==> src/rtl/scpad_dram_write_issuer.sv <==
// scpad_dram_write_issuer
// Takes scratchpad->DRAM row writes from the head of the write request queue and
// issues them on the DRAM write channel. It builds each byte strobe from num_bytes,
// tracks in-flight writes per transaction ID, and turns each DRAM response into a
// one-cycle completion pulse.
// Optional feature macro: SCPAD_WR_ALIGN_CHECK_EN. When it is defined, a
// row-misaligned request is accepted but not issued, and it completes with an error.
module scpad_dram_write_issuer #(
  parameter int DRAM_ADDR_WIDTH = 32,
  parameter int DATA_BYTES      = 64,
  parameter int COL_IDX_WIDTH   = 7,
  parameter int DRAM_ID_WIDTH   = 4,
  parameter int MAX_OUTSTANDING = 8
) (
  input  logic                                   clk,
  input  logic                                   rst,
  input  logic                                   req_valid,
  input  logic [DRAM_ADDR_WIDTH-1:0]             req_addr,
  input  logic [COL_IDX_WIDTH-1:0]               req_num_bytes,
  input  logic [DATA_BYTES*8-1:0]                req_wdata,
  input  logic [DRAM_ID_WIDTH-1:0]               req_id,
  output logic                                   req_accepted,
  output logic                                   dram_wr_valid,
  input  logic                                   dram_wr_ready,
  output logic [DRAM_ADDR_WIDTH-1:0]             dram_wr_addr,
  output logic [DATA_BYTES*8-1:0]                dram_wr_data,
  output logic [DATA_BYTES-1:0]                  dram_wr_strb,
  output logic [DRAM_ID_WIDTH-1:0]               dram_wr_id,
  input  logic                                   dram_resp_valid,
  input  logic [DRAM_ID_WIDTH-1:0]               dram_resp_id,
  output logic                                   wr_complete,
  output logic [DRAM_ID_WIDTH-1:0]               wr_complete_id,
  output logic [$clog2(MAX_OUTSTANDING+1)-1:0]   outstanding_cnt,
  output logic                                   err_sticky
);

  localparam int CNT_W   = $clog2(MAX_OUTSTANDING + 1);
  localparam int NUM_IDS = 1 << DRAM_ID_WIDTH;
  localparam logic [CNT_W-1:0] MAX_CNT = CNT_W'(MAX_OUTSTANDING);
`ifdef SCPAD_WR_ALIGN_CHECK_EN
  localparam int OFS_W = $clog2(DATA_BYTES);
`endif

  typedef enum logic {
    IDLE  = 1'b0,
    ISSUE = 1'b1
  } state_t;

  state_t                       state_q, state_d;
  logic [DRAM_ADDR_WIDTH-1:0]   addr_q, addr_d;
  logic [DATA_BYTES*8-1:0]      data_q, data_d;
  logic [DATA_BYTES-1:0]        strb_q, strb_d;
  logic [DRAM_ID_WIDTH-1:0]     id_q, id_d;
  logic [NUM_IDS-1:0]           busy_q, busy_d;
  logic [CNT_W-1:0]             cnt_q, cnt_d;
  logic                         err_q, err_d;
  logic                         cmpl_q, cmpl_d;
  logic [DRAM_ID_WIDTH-1:0]     cmpl_id_q, cmpl_id_d;

  logic                         accept;
  logic                         misaligned;
  logic                         oversize;
  logic                         resp_hit;
  logic                         resp_err;
  logic                         issue_done;
  int                           n_bytes;
  logic [DATA_BYTES-1:0]        strb_new;

  // Decide what happens this cycle: accept the head, retire the issue, match the response, build the strobe
  always_comb begin
    misaligned = 1'b0;
`ifdef SCPAD_WR_ALIGN_CHECK_EN
    misaligned = (req_addr[OFS_W-1:0] != '0);
`endif
    resp_hit   = dram_resp_valid && busy_q[dram_resp_id];
    resp_err   = dram_resp_valid && !busy_q[dram_resp_id];
    issue_done = (state_q == ISSUE) && dram_wr_ready;
    // A misaligned request completes through the same pulse a response uses, so defer it one cycle on a clash
    accept     = !rst && (state_q == IDLE) && req_valid && (cnt_q < MAX_CNT) &&
                 !busy_q[req_id] && !(misaligned && resp_hit);
    oversize   = int'(req_num_bytes) > DATA_BYTES;
    if (req_num_bytes == '0) begin
      n_bytes = DATA_BYTES;
    end else if (oversize) begin
      n_bytes = DATA_BYTES;
    end else begin
      n_bytes = int'(req_num_bytes);
    end
    strb_new = '0;
    for (int i = 0; i < DATA_BYTES; i++) begin
      strb_new[i] = (i < n_bytes);
    end
  end

  // Compute the next value of every register from this cycle's events
  always_comb begin
    state_d   = state_q;
    addr_d    = addr_q;
    data_d    = data_q;
    strb_d    = strb_q;
    id_d      = id_q;
    busy_d    = busy_q;
    cnt_d     = cnt_q;
    err_d     = err_q;
    cmpl_d    = 1'b0;
    cmpl_id_d = '0;

    if (resp_err) begin
      err_d = 1'b1;
    end
    if (resp_hit) begin
      busy_d[dram_resp_id] = 1'b0;
      cmpl_d               = 1'b1;
      cmpl_id_d            = dram_resp_id;
    end
    if (issue_done) begin
      busy_d[id_q] = 1'b1;
      state_d      = IDLE;
    end
    if (issue_done && !resp_hit) begin
      cnt_d = cnt_q + CNT_W'(1);
    end else if (!issue_done && resp_hit) begin
      cnt_d = cnt_q - CNT_W'(1);
    end

    if (accept) begin
      if (oversize) begin
        err_d = 1'b1;
      end
      if (misaligned) begin
        cmpl_d    = 1'b1;
        cmpl_id_d = req_id;
        err_d     = 1'b1;
      end else begin
        state_d = ISSUE;
        addr_d  = req_addr;
        data_d  = req_wdata;
        strb_d  = strb_new;
        id_d    = req_id;
      end
    end
  end

  // State, payload and tracking registers; reset drops any write that is being issued
  always_ff @(posedge clk or posedge rst) begin
    if (rst) begin
      state_q   <= IDLE;
      addr_q    <= '0;
      data_q    <= '0;
      strb_q    <= '0;
      id_q      <= '0;
      busy_q    <= '0;
      cnt_q     <= '0;
      err_q     <= 1'b0;
      cmpl_q    <= 1'b0;
      cmpl_id_q <= '0;
    end else begin
      state_q   <= state_d;
      addr_q    <= addr_d;
      data_q    <= data_d;
      strb_q    <= strb_d;
      id_q      <= id_d;
      busy_q    <= busy_d;
      cnt_q     <= cnt_d;
      err_q     <= err_d;
      cmpl_q    <= cmpl_d;
      cmpl_id_q <= cmpl_id_d;
    end
  end

  assign req_accepted    = accept;
  assign dram_wr_valid   = (state_q == ISSUE);
  assign dram_wr_addr    = addr_q;
  assign dram_wr_data    = data_q;
  assign dram_wr_strb    = strb_q;
  assign dram_wr_id      = id_q;
  assign wr_complete     = cmpl_q;
  assign wr_complete_id  = cmpl_id_q;
  assign outstanding_cnt = cnt_q;
  assign err_sticky      = err_q;

endmodule

==> config.mk <==
export PLATFORM = sky130hd
export DESIGN_NAME = scpad_dram_write_issuer
export DESIGN_NICKNAME = d
export VERILOG_FILES = /design/src/rtl/scpad_dram_write_issuer.sv
export SDC_FILE = /design/constraint.sdc
export NUM_CORES = 2
export LEC_CHECK = 0
export CORE_AREA = 4 4 462 464
export CTS_CLUSTER_DIAMETER = 150
export DETAILED_ROUTE_END_ITERATION = 10
export DIE_AREA = 0 0 466 468
export PLACE_DENSITY = 0.34
export SETUP_SLACK_MARGIN = 0.02
export SLEW_MARGIN = 10
export SYNTH_ARGS = -nofsm -noshare
export SYNTH_HDL_FRONTEND = slang
export SYNTH_SLANG_ARGS = --single-unit
export TNS_END_PERCENT = 30
==> constraint.sdc <==
create_clock -name clk -period 29.8 [get_ports clk]
set_clock_uncertainty 0.1 [all_clocks]
set_input_delay 5.96 -clock clk [delete_from_list [all_inputs] [get_ports clk]]
set_output_delay 5.96 -clock clk [all_outputs]
set_load 0.005 [all_outputs]
==> reports/qor.csv <==
stage;metric;value;unit
status;status;finished, final reports clean;
place;pre_cts_ws;14820;ps
drt;wl_met3;16.7;mm
timing;hold_viol;0;
global_routing;grt_pass1_wl;183;mm
timing;min_period;14940;ps
timing;setup_tns;0;ps
yosys;synth-edff-count;0;
place;portBuffers;1187;
drt;wire_per_inst;24.2;µm
timing;final_max_slew_viol_count;0;
cells_and_area;nFillCells;22627;
drt;wirelength;138;mm
cells_and_area;utilization;20.4;%
global_routing;grt_pass1_vias;20076;
drt;wl_met2;64.7;mm
yosys;syn_avg_cell_area;15.2;µm²
yosys;yosysSeqAreaShare;64.9;%
cells_and_area;layout.nets;3391;
setup_path;endpoint_kind;output pin;
place;gp_congestion;0.788;
drt;met1_length;53.5;mm
place;place_inst;5537;
setup_path;startpoint_type;input port;
min_path;worstHoldPathType;reg -> reg;
floorplan;die_y;468;µm
clock_network;clkSinkCount;639;
cells_and_area;layout_commonest_cell;clkdlybuf4s50_1;
drt;drtIter0Drc;728;
cells_and_area;mostFrequentLayoutCells;clkdlybuf4s50_1 (1187), dfrtp_1 (639), mux2_2 (370), mux2_1 (180), clkbuf_16 (89);
setup_path;crit_fanout;19;
power_and_ir_drop;fin_total_pwr;4.41;mW
yosys;ys_warn_count;0;
setup_path;cp.required;23740;ps
timing;setup_viol_count_final;0;
yosys;synthFlopType;dfrtp_1;
yosys;syn_inst;1620;
global_routing;antenna_found_initial;65;
setup_path;worstPathArrival;8880;ps
clock_network;clkTransAtPathRegs;60;ps
drt;drc;0;
power_and_ir_drop;ir_worst_vdd;58.7;µV
clock_network;cts_made_buffers;89;
cells_and_area;regArea;0.0160;mm²
yosys;yosys_register_bits;639;
floorplan;io_pins;1188;
floorplan;core;0.209;mm²
floorplan;num_rows;168;
clock_network;ctsResizeCount;0;
yosys;synth.distinct_cells;47;
cells_and_area;post_route_cells_drive_above_1_share;18.6;%
cells_and_area;multi_input_area;0.00806;mm²
clock_network;holdBufCountCts;0;
place;dp_hpwl;110;mm
floorplan;die_w;466;µm
global_routing;grt_max_degree;151;
timing;rsz0062_at_grt;no;
power_and_ir_drop;p_leak;16.5;nW
drt;routed.top_layer;met5;
setup_path;reg2reg_slack;24920;ps
cells_and_area;final_cells;5699;
clock_network;clock_path_buffers;3;
setup_path;r2r-start;busy_q[8];
drt;firstDrtPassIters;5;
global_routing;gr-total-overflow;0;
drt;drt-vias-per-instance;3.28;
setup_path;worst_r2r_path_depth;8;
drt;vias;18676;
setup_path;crit_start;req_id[0];
clock_network;postCtsSetupRepairBufs;0;
yosys;synth_area;0.0246;mm²
clock_network;cts_tree;built;
timing;min_period_over_period;50.1;%
global_routing;grt_usage;12.1;%
timing;tightest_slew;985;ps
clock_network;root_buffer;clkbuf_16;
timing;max_slew_margin;34.3;%
setup_path;criticalPathCategory;in -> out;
clock_network;htree_levels;3;
min_path;min_from;err_sticky;
timing;max_freq;67.0;MHz
floorplan;die_area;0.218;mm²
cells_and_area;syn_to_final_growth;73.2;%
yosys;async_flop_share;100;%
flow_run;cap_violations;0;
min_path;min_path_cells;1;
yosys;syn-num-nets;2188;
power_and_ir_drop;p_per_area;103;mW/mm²
clock_network;insertion_delay;680;ps
drt;ant_nets;0;
floorplan;start_util;11.8;%
timing;final.setup.worst_slack;14860;ps
sequential cells by signal, summed over array words and instances (netlist names):
signal           count
busy_q              16
dram_wr_addr        32
dram_wr_data       512
dram_wr_id           4
dram_wr_strb        64
dram_wr_valid        1
err_sticky           1
outstanding_cnt      4
wr_complete          1
wr_complete_id       4
through the flow:
step / hold slack [ps] / instance area, µm²
final: 377 / 42700
after global routing: 384 / 42700
after CTS: 378 / 42700
after detailed placement: 364 / 39700
after global placement: 354 / 39700
after floorplan: 363 / 24600
worst max-delay path, stage by stage:
cell and delay (ps):
clkdlybuf4s50_1 760, mux4_2 570, mux2_2 310, a221oi_4 230
buf_4 420, clkdlybuf4s50_1 600
synth_stat cells, types with 3 or more instances:
cell / number / area [µm²]
o21a_1: 3 / 22.5
nand3_1: 11 / 55.1
buf_6: 10 / 113
ha_1: 3 / 37.5
o31ai_1: 6 / 45.0
nor2b_1: 8 / 50.1
a31oi_1: 32 / 200
nor3_1: 6 / 30.0
mux2_1: 180 / 2030
or3_1: 4 / 25.0
nand2b_1: 9 / 56.3
clkbuf_1: 19 / 71.3
xnor2_1: 3 / 26.3
and2_1: 5 / 31.3
a21oi_1: 35 / 175
nor2_1: 74 / 278
buf_4: 14 / 105
a21o_1: 4 / 30.0
o21ai_0: 39 / 195
a32o_1: 3 / 30.0
o211ai_1: 8 / 60.1
buf_2: 51 / 255
inv_1: 17 / 63.8
nand2_1: 33 / 124
mux2_2: 370 / 4170
dfrtp_1: 639 / 16000
mux4_2: 7 / 158
metal layers:
metal | vias to the layer above | GRT usage, %
met5 | - | 0
met4 | 54 | 2.98
met3 | 204 | 6.41
met2 | 935 | 20.0
met1 | 9315 | 13.7
li1 | 8168 | -
where the power goes:
part / leakage (nW) / internal (mW) / switching, mW / total [mW]
Sequential: 7.52 / 1.30 / 0.261 / 1.56
Clock: 1.44 / 0.638 / 0.447 / 1.08
Combinational: 7.56 / 1.09 / 0.678 / 1.77
final timing paths:
kind,endpoint
setup / recovery,req_accepted
hold reg to reg,err_sticky
min in group asynchronous,dram_wr_data[499]
setup reg to reg,dram_wr_data[467]
hold / removal,err_sticky
max in group asynchronous,dram_wr_data[249]
cell type report:
class,instances,area share [%]
Clock buffer,132,6.16
Timing Repair Buffer,1208,28.3
Sequential cell,639,37.5
Tap cell,2805,8.22
Inverter,17,0.167
Antenna cell,7,0.0410
Clock inverter,23,0.733
Multi-Input combinational cell,868,18.9
cells by family after synthesis:
family | Yosys count | synth area share, %
xor gates and xnor gates | 5 | 0.178
adders and majority gates | 4 | 0.234
buffers and inverters | 113 | 2.50
AOI/OAI and AO/OA | 138 | 3.38
muxes | 559 | 25.8
DFF | 639 | 64.9
and+or+nand+nor | 162 | 2.98
(Power assumes the default switching activity.)
